**config.mk**
```make
export PLATFORM = sky130hd
export DESIGN_NAME = disk_image_receiver
export DESIGN_NICKNAME = d
export VERILOG_FILES = /design/src/rtl/disk_pkg.sv /design/src/rtl/sync_rise_detect.sv /design/src/rtl/disk_image_receiver.sv
export SDC_FILE = /design/constraint.sdc
export NUM_CORES = 1
export LEC_CHECK = 0
export BUFFER_PORTS_ARGS = -buffer_cell sky130_fd_sc_hd__buf_2
export CAP_MARGIN = 20
export CORE_MARGIN = 2
export CORE_UTILIZATION = 55
export CTS_CLUSTER_SIZE = 8
export DETAILED_ROUTE_END_ITERATION = 10
export PLACE_DENSITY = 0.9
export SLEW_MARGIN = 40
export SYNTH_ARGS = -nofsm -noshare
export SYNTH_HDL_FRONTEND = slang
export SYNTH_SLANG_ARGS = --single-unit
```
**constraint.sdc**
```tcl
create_clock -name CLK_14M -period 5 [get_ports CLK_14M]
set_input_delay 0 -clock CLK_14M [delete_from_list [all_inputs] [get_ports CLK_14M]]
set_output_delay 0 -clock CLK_14M [all_outputs]
set_load 0.01 [all_outputs]
```
**src/rtl/disk_pkg.sv**
```systemverilog
// Shared definitions for the disk image path: geometry, address width
// and the image receiver state encoding.
package disk_pkg;

    localparam int TRACKS      = 35;
    localparam int TRACK_BYTES = 6656;
    localparam int IMAGE_BYTES = TRACKS * TRACK_BYTES;
    localparam int ADDR_W      = 18;
    localparam int SYNC_STAGES = 2;

    typedef enum logic [1:0] {
        ST_IDLE,
        ST_RECEIVE,
        ST_WAIT_STOP,
        ST_DONE
    } rx_state_t;

endpackage

```
**src/rtl/sync_rise_detect.sv**
```systemverilog
// Multi-flop synchronizer for an asynchronous strobe followed by a
// registered single-cycle rising-edge pulse.
module sync_rise_detect #(
    parameter int SYNC_STAGES = 2
) (
    input  logic clk,
    input  logic rst_n,
    input  logic async_in,
    output logic rise
);

    logic [SYNC_STAGES-1:0] sync_q;
    logic                   last_q;

    always_ff @(posedge clk or negedge rst_n) begin
        if (!rst_n) begin
            sync_q <= '0;
            last_q <= 1'b0;
            rise   <= 1'b0;
        end else begin
            sync_q <= {sync_q[SYNC_STAGES-2:0], async_in};
            last_q <= sync_q[SYNC_STAGES-1];
            rise   <= sync_q[SYNC_STAGES-1] & ~last_q;
        end
    end

endmodule

```
**src/rtl/disk_image_receiver.sv**
```systemverilog
// Receives a strobed floppy image byte stream and writes it linearly
// into track RAM, tracking track number and transfer status.
module disk_image_receiver #(
    parameter int TRACKS      = disk_pkg::TRACKS,
    parameter int TRACK_BYTES = disk_pkg::TRACK_BYTES,
    parameter int SYNC_STAGES = disk_pkg::SYNC_STAGES,
    parameter int ADDR_W      = disk_pkg::ADDR_W
) (
    input  logic              CLK_14M,
    input  logic              RESET_N,
    input  logic              image_clk,
    input  logic              image_start,
    input  logic [7:0]        image_data,
    output logic              ram_we,
    output logic [ADDR_W-1:0] ram_addr,
    output logic [7:0]        ram_data,
    output logic [5:0]        track_num,
    output logic              busy,
    output logic              done
);

    import disk_pkg::*;

    localparam int BW = (TRACK_BYTES > 1) ? $clog2(TRACK_BYTES) : 1;

    rx_state_t state_q, state_d;
    logic          rise;
    logic          start_ev;
    logic          data_ev;
    logic          last_byte;
    logic          wr_d;
    logic [BW-1:0] byte_cnt;

    sync_rise_detect #(
        .SYNC_STAGES(SYNC_STAGES)
    ) u_sync (
        .clk     (CLK_14M),
        .rst_n   (RESET_N),
        .async_in(image_clk),
        .rise    (rise)
    );

    // Pins are already stable by the time the synchronized edge appears.
    assign start_ev  = rise & image_start;
    assign data_ev   = rise & ~image_start;
    assign last_byte = (track_num == 6'(TRACKS - 1)) &&
                       (byte_cnt == BW'(TRACK_BYTES - 1));

    always_ff @(posedge CLK_14M or negedge RESET_N) begin
        if (!RESET_N) begin
            state_q <= ST_IDLE;
        end else begin
            state_q <= state_d;
        end
    end

    always_comb begin
        state_d = state_q;
        wr_d    = 1'b0;
        if (start_ev) begin
            state_d = ST_RECEIVE;
        end else if (data_ev) begin
            unique case (state_q)
                ST_RECEIVE: begin
                    wr_d = 1'b1;
                    if (last_byte) begin
                        state_d = ST_WAIT_STOP;
                    end
                end
                ST_WAIT_STOP: state_d = ST_DONE;
                ST_IDLE:      state_d = ST_IDLE;
                ST_DONE:      state_d = ST_DONE;
            endcase
        end
    end

    // Counters advance on the edge that closes the write cycle.
    always_ff @(posedge CLK_14M or negedge RESET_N) begin
        if (!RESET_N) begin
            ram_we    <= 1'b0;
            ram_addr  <= '0;
            ram_data  <= 8'd0;
            track_num <= 6'd0;
            byte_cnt  <= '0;
        end else begin
            ram_we <= wr_d;
            if (wr_d) begin
                ram_data <= image_data;
            end
            if (start_ev) begin
                ram_addr  <= '0;
                track_num <= 6'd0;
                byte_cnt  <= '0;
            end else if (ram_we) begin
                ram_addr <= ram_addr + ADDR_W'(1);
                if (byte_cnt == BW'(TRACK_BYTES - 1)) begin
                    byte_cnt  <= '0;
                    track_num <= track_num + 6'd1;
                end else begin
                    byte_cnt <= byte_cnt + BW'(1);
                end
            end
        end
    end

    assign busy = (state_q == ST_RECEIVE) || (state_q == ST_WAIT_STOP);
    assign done = (state_q == ST_DONE);

endmodule

```
== Word level (Yosys, flattened, before mapping) ==
Cells that the tools add are included.
Operators by class
  add/subtract/negate cells: 3
  equal/unequal tests: 6
  mux-type cells: 15
  bitwise logic cells: 5
  reduce and logical (&&, ||, !) cells: 9
Operator list (count)
  $mux W13: 3
  $mux W18: 2
  $add A18 B1 Y18 const B: 1
  $mux W6: 3
  $add A13 B1 Y13 const B: 1
  $eq A13 B13 Y1 const B: 1
  $add A6 B1 Y6 const B: 1
  $eq A6 B6 Y1 const B: 1
  $mux W2: 3
  $pmux W2 S3: 1
  $reduce_bool A2 Y1: 3
  $eq A2 B2 Y1 const B: 2
  $reduce_and A2 Y1: 2
  $and A1 B1 Y1: 3
  $mux W1: 3
  $ne A3 B3 Y1 const B: 1
  $eq A2 B1 Y1 const B: 1
  $logic_not A2 Y1: 1
  $not A1 Y1: 2
  $reduce_or A2 Y1: 1
  $logic_and A1 B1 Y1: 1
  $logic_or A1 B1 Y1: 1
Storage, ports and cells
  register bits after elaboration: 52
  input port bits: 12
  output and inout bits: 35
  word-level logic and storage cells: 47

== Longest topological paths before layout ==
Gate-level depths: netlist (run 1).
  depth in word-level cells: 6
  depth in mapped cells: 7

== Hierarchy ==
A second synthesis (run 1) with hierarchy kept.
Unflattened totals
  cells, all modules: 255
  area, all modules: 2608.8 µm²
Modules (own cells, without submodules)
  disk_image_receiver: times used 1, cells an instance 250, area an instance 2494.9 µm², sequential area each 1201.2 µm²
  sync_rise_detect: times used 1, cells an instance 5, area an instance 113.9 µm², sequential area each 100.1 µm²

== Worst setup path before layout (run 1) ==
Ideal clock, no wire load.
  path kind: flip-flop to flip-flop
  from: register ram_addr[0]
  to: register ram_addr[12]
  library setup time: 78 ps
  data arrival time: 1814 ps
  data required time: 4922 ps
  slack: 3108 ps
  cell stages (with the launch flop): 7
  cell sequence: dfrtp_1 -> ha_1 -> nand2_1 -> or4_1 -> clkbuf_1 -> or3_1 -> a21oi_1
Between the ends
  word-level cells in the longest chain between the ends: 3
Ends and longest elaborated chain
  from (decl): line disk_image_receiver.sv:15  | output logic [ADDR_W-1:0] ram_addr,
  from (signal assigned): line disk_image_receiver.sv:95  | ram_addr <= ram_addr + ADDR_W'(1);
  $add A18 B1 Y18: line disk_image_receiver.sv:95
  $mux W18: line disk_image_receiver.sv:94  | end else if (ram_we) begin
  $mux W18: line disk_image_receiver.sv:90  | if (start_ev) begin
No other way between the ends. The select of a mux whose other input is x is not followed.
A chain may end at the register's enable or synchronous reset.

== Worst setup path in the final report (run 1) ==
  from: register ram_we
  to: register track_num[5]
Between the ends
  word-level cells in the longest chain between the ends: 2
Ends and longest elaborated chain
  from (decl): line disk_image_receiver.sv:14  | output logic ram_we,
  from (signal assigned): line disk_image_receiver.sv:86  | ram_we <= wr_d;
  $reduce_bool A2 Y1 (no source line)
  $reduce_and A2 Y1 (no source line)
  to (signal assigned): line disk_image_receiver.sv:98  | track_num <= track_num + 6'd1;
  to (decl): line disk_image_receiver.sv:17  | output logic [5:0] track_num,
No other way between the ends.

==> summary by stage, run 1 <==
Outcome
The run finished with clean final reports.

Floorplan
The die is 72.9 µm wide. The height of the chip is approximately 73 µm. The number of placed I/O pins is 47. The area of the die is between 0.005 and 0.006 mm².

The row count is 25. The initial standard-cell utilization of the core is 56.1%. The area of the core is 0.00466 mm².

Drt
The detail route stage leaves a number of antenna-violating nets equal to 0. Dividing the detail-routed wire length by the instance count gives 15.8 µm. The pre-antenna-repair detailed-routing pass consisted of 4 iterations. The routed layout has roughly 2.2k vias. After detailed routing, the total wire length is 5.82 mm. For this run, design rule violations remaining after detail routing come to 0. The average vias per placed instance is 5.95. For this block, the initial DRC count from the detailed router was 136.

Setup path
Of all nets on the critical path, the largest fanout is 20. The worst setup path is launched from a register. Data arrives at the worst endpoint at 2560 ps. By startpoint and endpoint, the worst setup path is classified as reg2reg.

The setup slack on the worst flop-to-flop path is 2690 ps. At the worst endpoint, the required time is 5250 ps. For the worst flop-to-flop path, the logic depth is 4. STA classifies the critical path endpoint as a register.

Place
The HPWL after detailed placement is 3.71 mm. Before CTS, the worst setup slack after placement is about 2800 ps. The congestion estimate from routability-driven global placement came to slightly above 0.8.

The count of buffers added on input and output ports is 46.

Clock tree
Clock-pin slew was measured on the worst setup and hold paths at ~90 ps. The number of buffers created by CTS is 5. TritonCTS built the clock tree. The clock passes through at most 2 buffers. The root cell of the clock tree is sky130_fd_sc_hd__clkbuf_8.

The number of clock sinks is 52. The maximum level of the CTS H-tree is 2. The clock reaches the later pin of the worst-skew pair after around 300 ps. The number of setup buffers added after CTS is 0.

Yosys
Counting flops with a built-in enable in the synthesized netlist gives 0. Synthesis handed over a netlist of 260 instances. The cell with the most instances after synthesis is sky130_fd_sc_hd__dfrtp_1. The biggest area consumer among synthesized cells is sky130_fd_sc_hd__dfrtp_1.

The total standard cell area after synthesis is 0.00261 mm². Counting instances in the post-synthesis netlist gives the leading cell types as 52 x sky130_fd_sc_hd__dfrtp_1, 25 x sky130_fd_sc_hd__nand2_1, 21 x sky130_fd_sc_hd__nor2_1. Sorting the synthesized cells by area gives the leading types as sky130_fd_sc_hd__dfrtp_1 50%, sky130_fd_sc_hd__ha_1 3.8%, sky130_fd_sc_hd__nand2_1 3.6%. The yosys synthesis warning count is 0.

The count of different cell masters after synthesis is 43. The sequential cell area fraction in the yosys report is around 50%. The total nets after synthesis is between 200 and 300. The area fraction of the dominant cell type after synthesis is 49.8%.

The synthesized design contains 52 register bits. The fraction of registers with async set/reset is 100%. The mean instance size in the synthesized netlist is 10.1 µm². The main flop type after synthesis is sky130_fd_sc_hd__dfrtp_1.

Cells and area
The antenna diode count is 0. The final net count is approximately 330. The fraction of final layout cells with drive strength greater than 1 is a little over a fifth. The growth of design area from synthesis to finish is 20.2%.

STA
The portion of the clock cycle consumed by the worst path in the final layout is between 40% and 50%. The clock period could shrink to 2310 ps. Once routing completed, OpenROAD measured the worst setup slack at 2690 ps.

The final hold violation count is 0. The worst clock skew is approximately 8.1 ps. The worst relative slew slack is 57.2%. The transition at the pin with the smallest max-transition slack is 642 ps. The max-slew violation count came to 0. Across all hold checks on the routed design, the worst slack comes to 151 ps.

Setup repair after global routing left no endpoint under its margin. The highest clock rate is roughly 430 MHz. The total negative slack for setup checks is 0 ps. Setup violations remaining at the end of the flow were counted as 0.

Global route
The initial antenna violation count is 0. After global routing the overflow that remains totals 0. The number of global-route vias before repair is around 2.1k. The largest net degree at the start of global routing is 53. The first-pass GRT wire length is 9.77 mm.

Across every metal layer, demand over resource in global routing totals between 20% and 30%.

Pwr
In this run, flip-flops and latches consume 46.2% of the power. The total leakage power is 1.45 nW. The worst vdd rail ir drop is 0.412 mV.

For this design the ratio of total power to cell area is 366 mW/mm². In this run the power spent charging and discharging nets is 0.317 mW. Combinational logic burns between 20% and 30% of the power.

The fraction of power consumed by the clock network is about 34%. The total power is 1.15 mW. The cell-internal power is around 0.83 mW. Of the total power, the share spent switching nets is 27.5%.

Flow run
The number of maximum-capacitance constraint violations is 0.

Worst hold path
The path class of the tightest hold or removal check is in2reg. The worst hold path was traced through 4 stages.
## state kept, by name, summed over array words and instances (netlist names)
signal,flops
byte_cnt,13
ram_addr,18
ram_data,8
ram_we,1
state_q,2
track_num,6
u_sync.last_q,1
u_sync.rise,1
u_sync.sync_q,2
## through the flow
step,instances,utilization [%],area (µm²)
floorplan,260,-,2610
global placement,351,61.8,2880
detailed placement,351,61.8,2880
CTS,369,67.4,3140
global route,369,67.4,3140
finish,369,67.4,3140
## path summary, 6_finish.rpt
| check | startpoint | end |
|---|---|---|
| worst max-delay path | ram_we | track_num[5] |
| worst min-delay path | image_start | state_q[0] |
| worst max register to register | ram_we | track_num[5] |
| worst min register to register | u_sync.sync_q[0] | u_sync.sync_q[1] |
| max in group asynchronous | RESET_N | u_sync.last_q |
| min in group asynchronous | RESET_N | ram_addr[16] |
## repair_timing
item                      CTS  global route
hold buffers               10             0
hold endpoints to repair   61             0
resized for setup           0             0
## final cells by class
| cell class | count | area, µm² |
|---|---|---|
| fillers | 321 | 1520 |
| flip-flops and latches | 52 | 1300 |
| multi-input cells | 185 | 1220 |
| repair buffers | 58 | 345 |
| clock inverters | 3 | 90.1 |
| clock buffers | 5 | 68.8 |
| well taps | 54 | 67.6 |
| inverters | 12 | 45.0 |
## worst max-delay path, stage by stage (launching register included)
cell and delay [ps]:
sky130_fd_sc_hd__dfrtp_1 760, sky130_fd_sc_hd__nand4_1 380, sky130_fd_sc_hd__or4_1 620, sky130_fd_sc_hd__or4_1 420
sky130_fd_sc_hd__nand2_1 80
## routing by layer
layer / vias to the layer above / track usage, % / part of all wire [%]
met4: 0 / 7.41 / 0.95
li1: 1049 / - / -
met2: 78 / 41.4 / 53
met5: - / 0 / 0
met1: 1063 / 30.4 / 41
met3: 5 / 3.73 / 5.1
## power by group through the flow
stage | Sequential (mW) | Combinational (mW) | Clock [mW]
after floorplan | 0.542 | 0.122 | 0
after global placement | 0.531 | 0.210 | 0
after detailed placement | 0.535 | 0.220 | 0
after CTS | 0.529 | 0.226 | 0.390
after global routing | 0.540 | 0.259 | 0.406
final | 0.532 | 0.232 | 0.387
## cells in the final DEF (no fill, tap or decap), types with 3 or more instances in the layout
cell type                       count
sky130_fd_sc_hd__dfrtp_1           52
sky130_fd_sc_hd__buf_2             46
sky130_fd_sc_hd__nand2_1           25
sky130_fd_sc_hd__nor2_1            21
sky130_fd_sc_hd__a21oi_1           14
sky130_fd_sc_hd__inv_1             12
sky130_fd_sc_hd__nand4_1           12
sky130_fd_sc_hd__nand3_1           10
sky130_fd_sc_hd__xnor2_1           10
sky130_fd_sc_hd__dlygate4sd3_1     10
sky130_fd_sc_hd__o21ai_0            9
sky130_fd_sc_hd__or3_1              9
sky130_fd_sc_hd__mux2_2             8
sky130_fd_sc_hd__ha_1               8
sky130_fd_sc_hd__or4_1              5
sky130_fd_sc_hd__xor2_1             5
sky130_fd_sc_hd__and3_1             5
sky130_fd_sc_hd__clkbuf_8           5
sky130_fd_sc_hd__nor4_1             4
sky130_fd_sc_hd__nor3_1             3
sky130_fd_sc_hd__and4_1             3
sky130_fd_sc_hd__a311oi_1           3
sky130_fd_sc_hd__a41oi_1            3
sky130_fd_sc_hd__bufinv_16          3
## logic make-up after synthesis
kind of cell               Yosys count  synth area share, %
AOI/OAI and AO/OA                   42                 10.5
xor gates and xnor gates            15                 5.03
adders and majority gates            8                 3.83
buffers and inverters               23                 3.45
DFF                                 52                 49.8
muxes                               10                 4.21
and+or+nand+nor                    110                 23.2
Note: power is estimated with default switching activity, not from simulation.
==> inputs of run 2 (changes only) <==
--- a/config.mk
+++ b/config.mk
@@ -8,10 +8,10 @@
 export BUFFER_PORTS_ARGS = -buffer_cell sky130_fd_sc_hd__buf_2
 export CAP_MARGIN = 20
 export CORE_MARGIN = 2
-export CORE_UTILIZATION = 55
+export CORE_UTILIZATION = 50
 export CTS_CLUSTER_SIZE = 8
 export DETAILED_ROUTE_END_ITERATION = 10
-export PLACE_DENSITY = 0.9
+export PLACE_DENSITY = 0.87
 export SLEW_MARGIN = 40
 export SYNTH_ARGS = -nofsm -noshare
 export SYNTH_HDL_FRONTEND = slang
==> constraint.sdc (replaced) <==
create_clock -name CLK_14M -period 2.1 [get_ports CLK_14M]
set_input_delay 0 -clock CLK_14M [delete_from_list [all_inputs] [get_ports CLK_14M]]
set_output_delay 0 -clock CLK_14M [all_outputs]
set_load 0.01 [all_outputs]
==> summary by stage, run 2 (synthesis gave the netlist of run 1 again) <==
Floorplan
The row count is 26. The total area inside the core boundary comes to 0.00507 mm². For this design the top-level I/O count stands at 47.

The die covers 0.00582 mm². The height of the chip is between 70 and 80 µm. The initial standard-cell utilization of the core is about half. The die is 76.3 µm wide.

STA
The worst relative slew slack is 68.2%. The portion of the clock cycle consumed by the worst path in the final layout is 91.2%. The minimum period implied by the final worst setup slack is 1910 ps. For the pin with the worst max-slew slack, the measured transition is 470 ps. The final hold violation count is 0. For the final database, setup skew stands at roughly 6.6 ps. The max-slew violation count was 0. After routing, the total negative slack on setup checks comes to 0 ps. The highest clock rate is 522 MHz. Setup repair after global routing left no endpoint under its margin. The number of endpoints failing setup at the final stage is 0.

Pwr
The worst vdd rail ir drop is around 0.62 mV. The total power is 2.43 mW. The power per unit of standard cell area is 769 mW/mm². In this run the static leakage power is approximately 1.5 nW.

Clock tree
The CTS tree is built. The maximum level of the CTS H-tree is 2. The number of clock sinks is 52. In this run, CTS created clock tree buffers numbering 5. The longest clock path from root to sink contains 2 buffers. The number of setup buffers added after CTS is 0. The cell sitting at the root of the clock tree is a sky130_fd_sc_hd__clkbuf_8. The clock latency on the worst-skew pair is 310 ps. Clock-pin slew was measured on the worst setup and hold paths at ~90 ps.

Global route
The number of global-route vias before repair was 2206. The total routing usage reported by global routing is 22.2%. The initial antenna violation count is 0.

The aggregate global routing overflow is 0. The first global-routing pass estimated about 10 mm of wire. Entering global routing, the biggest net connects 25 pins.

Cells and area
From synthesis to final layout, the design area changed by 20.9%. Leaving out fill and tap cells, the most frequent cell in the layout is sky130_fd_sc_hd__dfrtp_1. In the final design database the tool counted ~340 nets. The register bank with the most flops is ram_addr.

The library cells used most frequently in the layout, excluding fill and tap cells, are 52 x sky130_fd_sc_hd__dfrtp_1, 46 x sky130_fd_sc_hd__buf_2, 25 x sky130_fd_sc_hd__nand2_1. The register with the most flip-flops in the layout has 18 of them. The post-route netlist has 23.8% of its cells at a drive strength greater than 1. The post-route core utilization is 62.3%. In the final layout, the registers with the most flip-flops are ram_addr x18, byte_cnt x13, ram_data x8.

The repair_antennas step left the layout with diodes totalling 0.

Setup path
In this run the worst path has a maximum fanout of 6. For the worst setup path, the data arrival time is 2160 ps. Counting stages on the worst path, the most repeated cell is sky130_fd_sc_hd__or4_1.

The worst setup path is captured at a register. The cell family contributing the most delay on the critical path is simple AND/OR/NAND/NOR gates. The number of buffer and inverter instances along the worst setup path is 0. The startpoint class of the critical path is a register. The peak per-stage delay on the critical path is roughly 560 ps. The critical path goes through ha_1, nand4_1, or4_1, or4_1, nand2_1. The required time of the worst setup path is 2350 ps. The slowest library cell on the worst path is sky130_fd_sc_hd__or4_1. The critical path in this run is classified as reg2reg.

Drt
The count of nets left with antenna violations once routing finished came out at 0. Dividing the detail-routed wire length by the instance count gives 15.7 µm. The average vias per placed instance is 5.76.

The via count of the routed design is 2262. The routed design has 6.15 mm of wire. For this run, design rule violations remaining after detail routing come to 0.

The initial detailed-routing violation count is 109. The pre-antenna-repair detailed-routing pass consisted of 6 iterations.

Flow run
Across the run, the number of max-cap violations was 0.

Place
Routability-driven placement finished with a final weighted congestion of 0.807. Buffers placed on the I/O ports in this run total 46. The HPWL after detailed placement is 4.15 mm.

Worst hold path
The path class of the tightest hold or removal check is in2async.

Outcome
The flow ran to the end, and the final reports show no timing, DRC or antenna violations.
-- run 2: where the power goes --
group	switching (mW)	internal (mW)	total (mW)
combinational	0.309	0.270	0.579
sequential	0.124	1.13	1.26
clock	0.326	0.268	0.594
total	0.759	1.67	2.43
-- run 2: repair_timing --
item,CTS,global route
endpoints found under the setup margin,0,3
hold buffers,10,0
hold endpoints to repair,51,0
gates resized for setup,0,1
-- run 2: final timing paths --
kind	from	cells after the start	slack [ps]	to
setup / recovery	byte_cnt[0]	5	190	track_num[5]
hold / removal	RESET_N	2	130	ram_data[7]
setup reg to reg	byte_cnt[0]	5	190	track_num[5]
hold reg to reg	u_sync.sync_q[0]	0	360	u_sync.sync_q[1]
max in group asynchronous	RESET_N	3	1330	byte_cnt[10]
min in group CLK_14M	image_start	5	240	state_q[0]
-- run 2: metrics by stage --
stage	hold WS, ps	worst slack, ps	cell area [µm²]	instances
floorplan	-296	208	2610	260
global placement	-84.9	221	2960	375
detailed placement	-81.1	138	2960	375
CTS	114	125	3160	393
global route	168	95.1	3160	393
finish	128	185	3160	393
-- run 2: final cells by class --
class                           count  area [µm²]
Clock buffer                        7        86.3
Clock inverter                      1        7.51
Fill cell                         396        1920
Inverter                           12        45.0
Multi-Input combinational cell    185        1230
Sequential cell                    52        1300
Tap cell                           70        87.6
Timing Repair Buffer               66         405
-- run 2: metal layers --
metal,routed length [µm],up-vias,GRT usage (%)
li1,-,1066,-
met4,74,0,6.55
met3,355,10,5.69
met1,2610,1108,28.5
met2,3120,78,37.3
met5,0,-,0
-- run 2: worst reg2reg max path: stages, from the launching register on --
cell	delay, ps
sky130_fd_sc_hd__dfrtp_1	430
sky130_fd_sc_hd__ha_1	210
sky130_fd_sc_hd__nand4_1	140
sky130_fd_sc_hd__or4_1	560
sky130_fd_sc_hd__or4_1	420
sky130_fd_sc_hd__nand2_1	80
==> inputs of run 3 (changes only) <==
--- a/config.mk
+++ b/config.mk
@@ -5,7 +5,7 @@
 export SDC_FILE = /design/constraint.sdc
 export NUM_CORES = 1
 export LEC_CHECK = 0
-export BUFFER_PORTS_ARGS = -buffer_cell sky130_fd_sc_hd__buf_2
+export BUFFER_PORTS_ARGS = -buffer_cell sky130_fd_sc_hd__clkbuf_2
 export CAP_MARGIN = 20
 export CORE_MARGIN = 2
 export CORE_UTILIZATION = 50
==> summary by stage, run 3 (synthesis gave the netlist of run 1 again) <==
Setup path
The endpoint type of the worst setup path is a register. The endpoint identified for the worst register-to-register timing path is ram_addr[16]. Traced cell by cell, the critical path runs through ha_1, nand2_1, or4_1, or3_1, a21oi_1. Data on the critical path is required at its endpoint by 2350 ps. The worst setup path is of the reg2reg kind. The setup slack on the worst flop-to-flop path is approximately 130 ps.

STA classifies the critical path startpoint as a register. The number of cells on the worst reg-to-reg path is 5. In this run the critical register-to-register path is launched from ram_addr[1]. For this run, the slowest stage of the critical path takes between 600 and 700 ps. For the worst setup path, the data arrival time is ~2200 ps. The maximum fanout along the worst path is 7. On the critical path, the stage with the largest delay is an instance of sky130_fd_sc_hd__or4_1.

Place
The routability congestion estimate is 0.863. At the placement stage, the worst setup path has a slack of around 180 ps. Detailed placement ended at an HPWL of 4.35 mm. Input and output buffers added on the ports amount to 46. After detailed placement, the total cell area comes to 0.00296 mm².

Clock tree
Clock-pin slew was measured on the worst setup and hold paths at 90 ps. The CTS tree is built. The clock latency on the worst-skew pair is between 300 and 400 ps. The maximum clock path buffer count is 2.

The H-tree was split into 2 levels. CTS saw 52 sinks. The root cell of the clock tree is sky130_fd_sc_hd__clkbuf_8. Buffers inserted during clock tree synthesis total 5. The number of setup buffers added after CTS is 0.

Outcome
The flow ran to the end, and the final reports show no timing, DRC or antenna violations.

Floorplan
Pin placement for this block handled 47 I/O pins. The die is 76.3 µm wide. After floorplanning, the core was divided into 26 placement rows. The area of the die is 0.00582 mm². The initial standard-cell utilization of the core is approximately half. The area of the core is 0.00507 mm². The height of the chip is 76.3 µm.

Drt
The final layout contains routed wiring with a total length of 6.35 mm. The remaining antenna violation count is 0. In this run, the number of DRC markers left after iteration 0 of detailed routing was about 150. The number of detailed-routing iterations run before antenna repair is 5.

Summing over every cut layer, the via total after detailed routing is ~2.3k. The average vias per placed instance is 5.85. Dividing the detail-routed wire length by the instance count gives 16.2 µm. For this run, design rule violations remaining after detail routing come to 0.

Pwr
In this run the power spent charging and discharging nets is approximately 0.8 mW. Summed over all cells, the static leakage comes to 1.44 nW. The internal power of the cells totals 1.67 mW. For this design the ratio of total power to cell area is approximately 800 mW/mm². In this run, the clock network consumes 24.5% of the power. The combinational share of power is 24.8%. The switching share of total power is about a third.

The sequential power share is 50.7%. IR analysis of the VDD net gives a maximum drop of a little under 0.8 mV.

Cells and area
In the final layout, flip-flops and latches occupy 0.00130 mm². The finished cells cover approximately 0.0032 mm². Cells with a size suffix above 1 make up 24.1% of the layout. The antenna diode count is 0. The largest registers in the layout are ram_addr x18, byte_cnt x13, ram_data x8. The flip-flop count of the largest register, all copies and words added is 18. The growth of design area from synthesis to finish is 20.8%. The final net count is 342. Leaving out fill and tap cells, the most frequent cells in the layout are 52 x sky130_fd_sc_hd__dfrtp_1, 46 x sky130_fd_sc_hd__clkbuf_2, 25 x sky130_fd_sc_hd__nand2_1. The total of fill cells in the finished design is roughly 400.

The most common cell after layout, fill and taps aside is sky130_fd_sc_hd__dfrtp_1. The register bank with the most flops is ram_addr. The footprint of the multi-input gates is 0.00122 mm².

Global route
The first-pass GRT wire length is 10.9 mm. Entering global routing, the biggest net connects 23 pins. The layer flagged by global routing as most heavily used is met2. The initial antenna violation count is 0. Summed over all layers, the global routing overflow is 0. Global routing used 29.3% of the available met1 tracks.

The number of global-route vias before repair is roughly 2.3k. The total routing usage reported by global routing is between 20% and 30%. The global-route met3 utilization is approximately 5.1%.

In the global route stage, met2 resource usage came out at 40.1%.

STA
In the post-route analysis, the smallest setup slack over all paths is 126 ps. The number of endpoints failing setup at the final stage is 0. Setup repair after global routing left no endpoint under its margin.

Setup total negative slack on the finished layout was measured at 0 ps. For the pin with the worst max-slew slack, the measured transition is 543 ps. The final hold violation count is 0. The highest clock rate is 507 MHz. The worst clock skew is just over 7 ps. The max-slew violation count is 0. The worst path uses between 90 and 100% of the clock period.

The worst path needs between 1500 and 2000 ps of the cycle, external delays included. Measured against its own limit, the worst slew margin works out to 63.8%.

Worst hold path
The worst hold path startpoint is image_start. The endpoint of the worst hold path is state_q[0]. The depth of the worst hold-timing path is 4. The tightest min-delay check is of the in2reg type.

Flow run
The tool flagged a number of max-cap violations equal to 0.
[run 3: metal layers]
layer	up-vias	routed length, µm
met4	0	78
met5	-	0
met2	88	3340
met1	1136	2590
met3	9	341
li1	1068	-
[run 3: how the worst max path moves through the flow]
stage	slack [ps]	end	startpoint	depth (start not counted)
2_1_floorplan	210	ram_addr[12]	ram_addr[0]	6
3_3_place_gp	240	ram_addr[14]	ram_addr[1]	5
3_5_place_dp	180	ram_addr[16]	ram_addr[1]	5
4_1_cts	150	ram_addr[16]	ram_addr[1]	5
5_1_grt	2	ram_addr[14]	ram_addr[1]	5
6_report	130	ram_addr[16]	ram_addr[1]	5
[run 3: worst max-delay path: cells and delay by family, from the launching register on]
kind,cells,cell delay [ps]
AO/OA/AOI/OAI,1,150
flip-flops,1,440
AND/OR/NAND/NOR,3,1120
adder cells (fa/ha/maj),1,190
[run 3: cell type report]
cell class,instances,share of cell area (%)
multi-input combinational,185,38.8
sequential,52,41.2
clock buffer,6,2.62
timing repair buffer,66,12.8
tap,70,2.77
clock inverter,2,0.317
inverter,12,1.43
[run 3: metrics by stage]
stage	total power, mW	std cells	hold WS (ps)	util, %
2_1_floorplan	1.58	260	-296	-
3_3_place_gp	1.79	375	-0.168	58.4
3_5_place_dp	1.84	375	10.9	58.4
4_1_cts	2.44	393	167	62.2
5_1_grt	2.57	393	173	62.2
6_report	2.45	393	148	62.2
[run 3: repair_timing]
action | CTS | global route
hold endpoints to repair | 29 | 0
setup endpoints to repair | 0 | 8
hold buffers | 10 | 0
gates resized for setup | 0 | 1
[run 3: power by group through the flow]
stage | Clock, mW | Combinational (mW) | Sequential (mW)
final | 0.600 | 0.608 | 1.24
after global routing | 0.646 | 0.664 | 1.26
after CTS | 0.602 | 0.592 | 1.24
after detailed placement | 0 | 0.573 | 1.26
after global placement | 0 | 0.541 | 1.25
after floorplan | 0 | 0.290 | 1.29
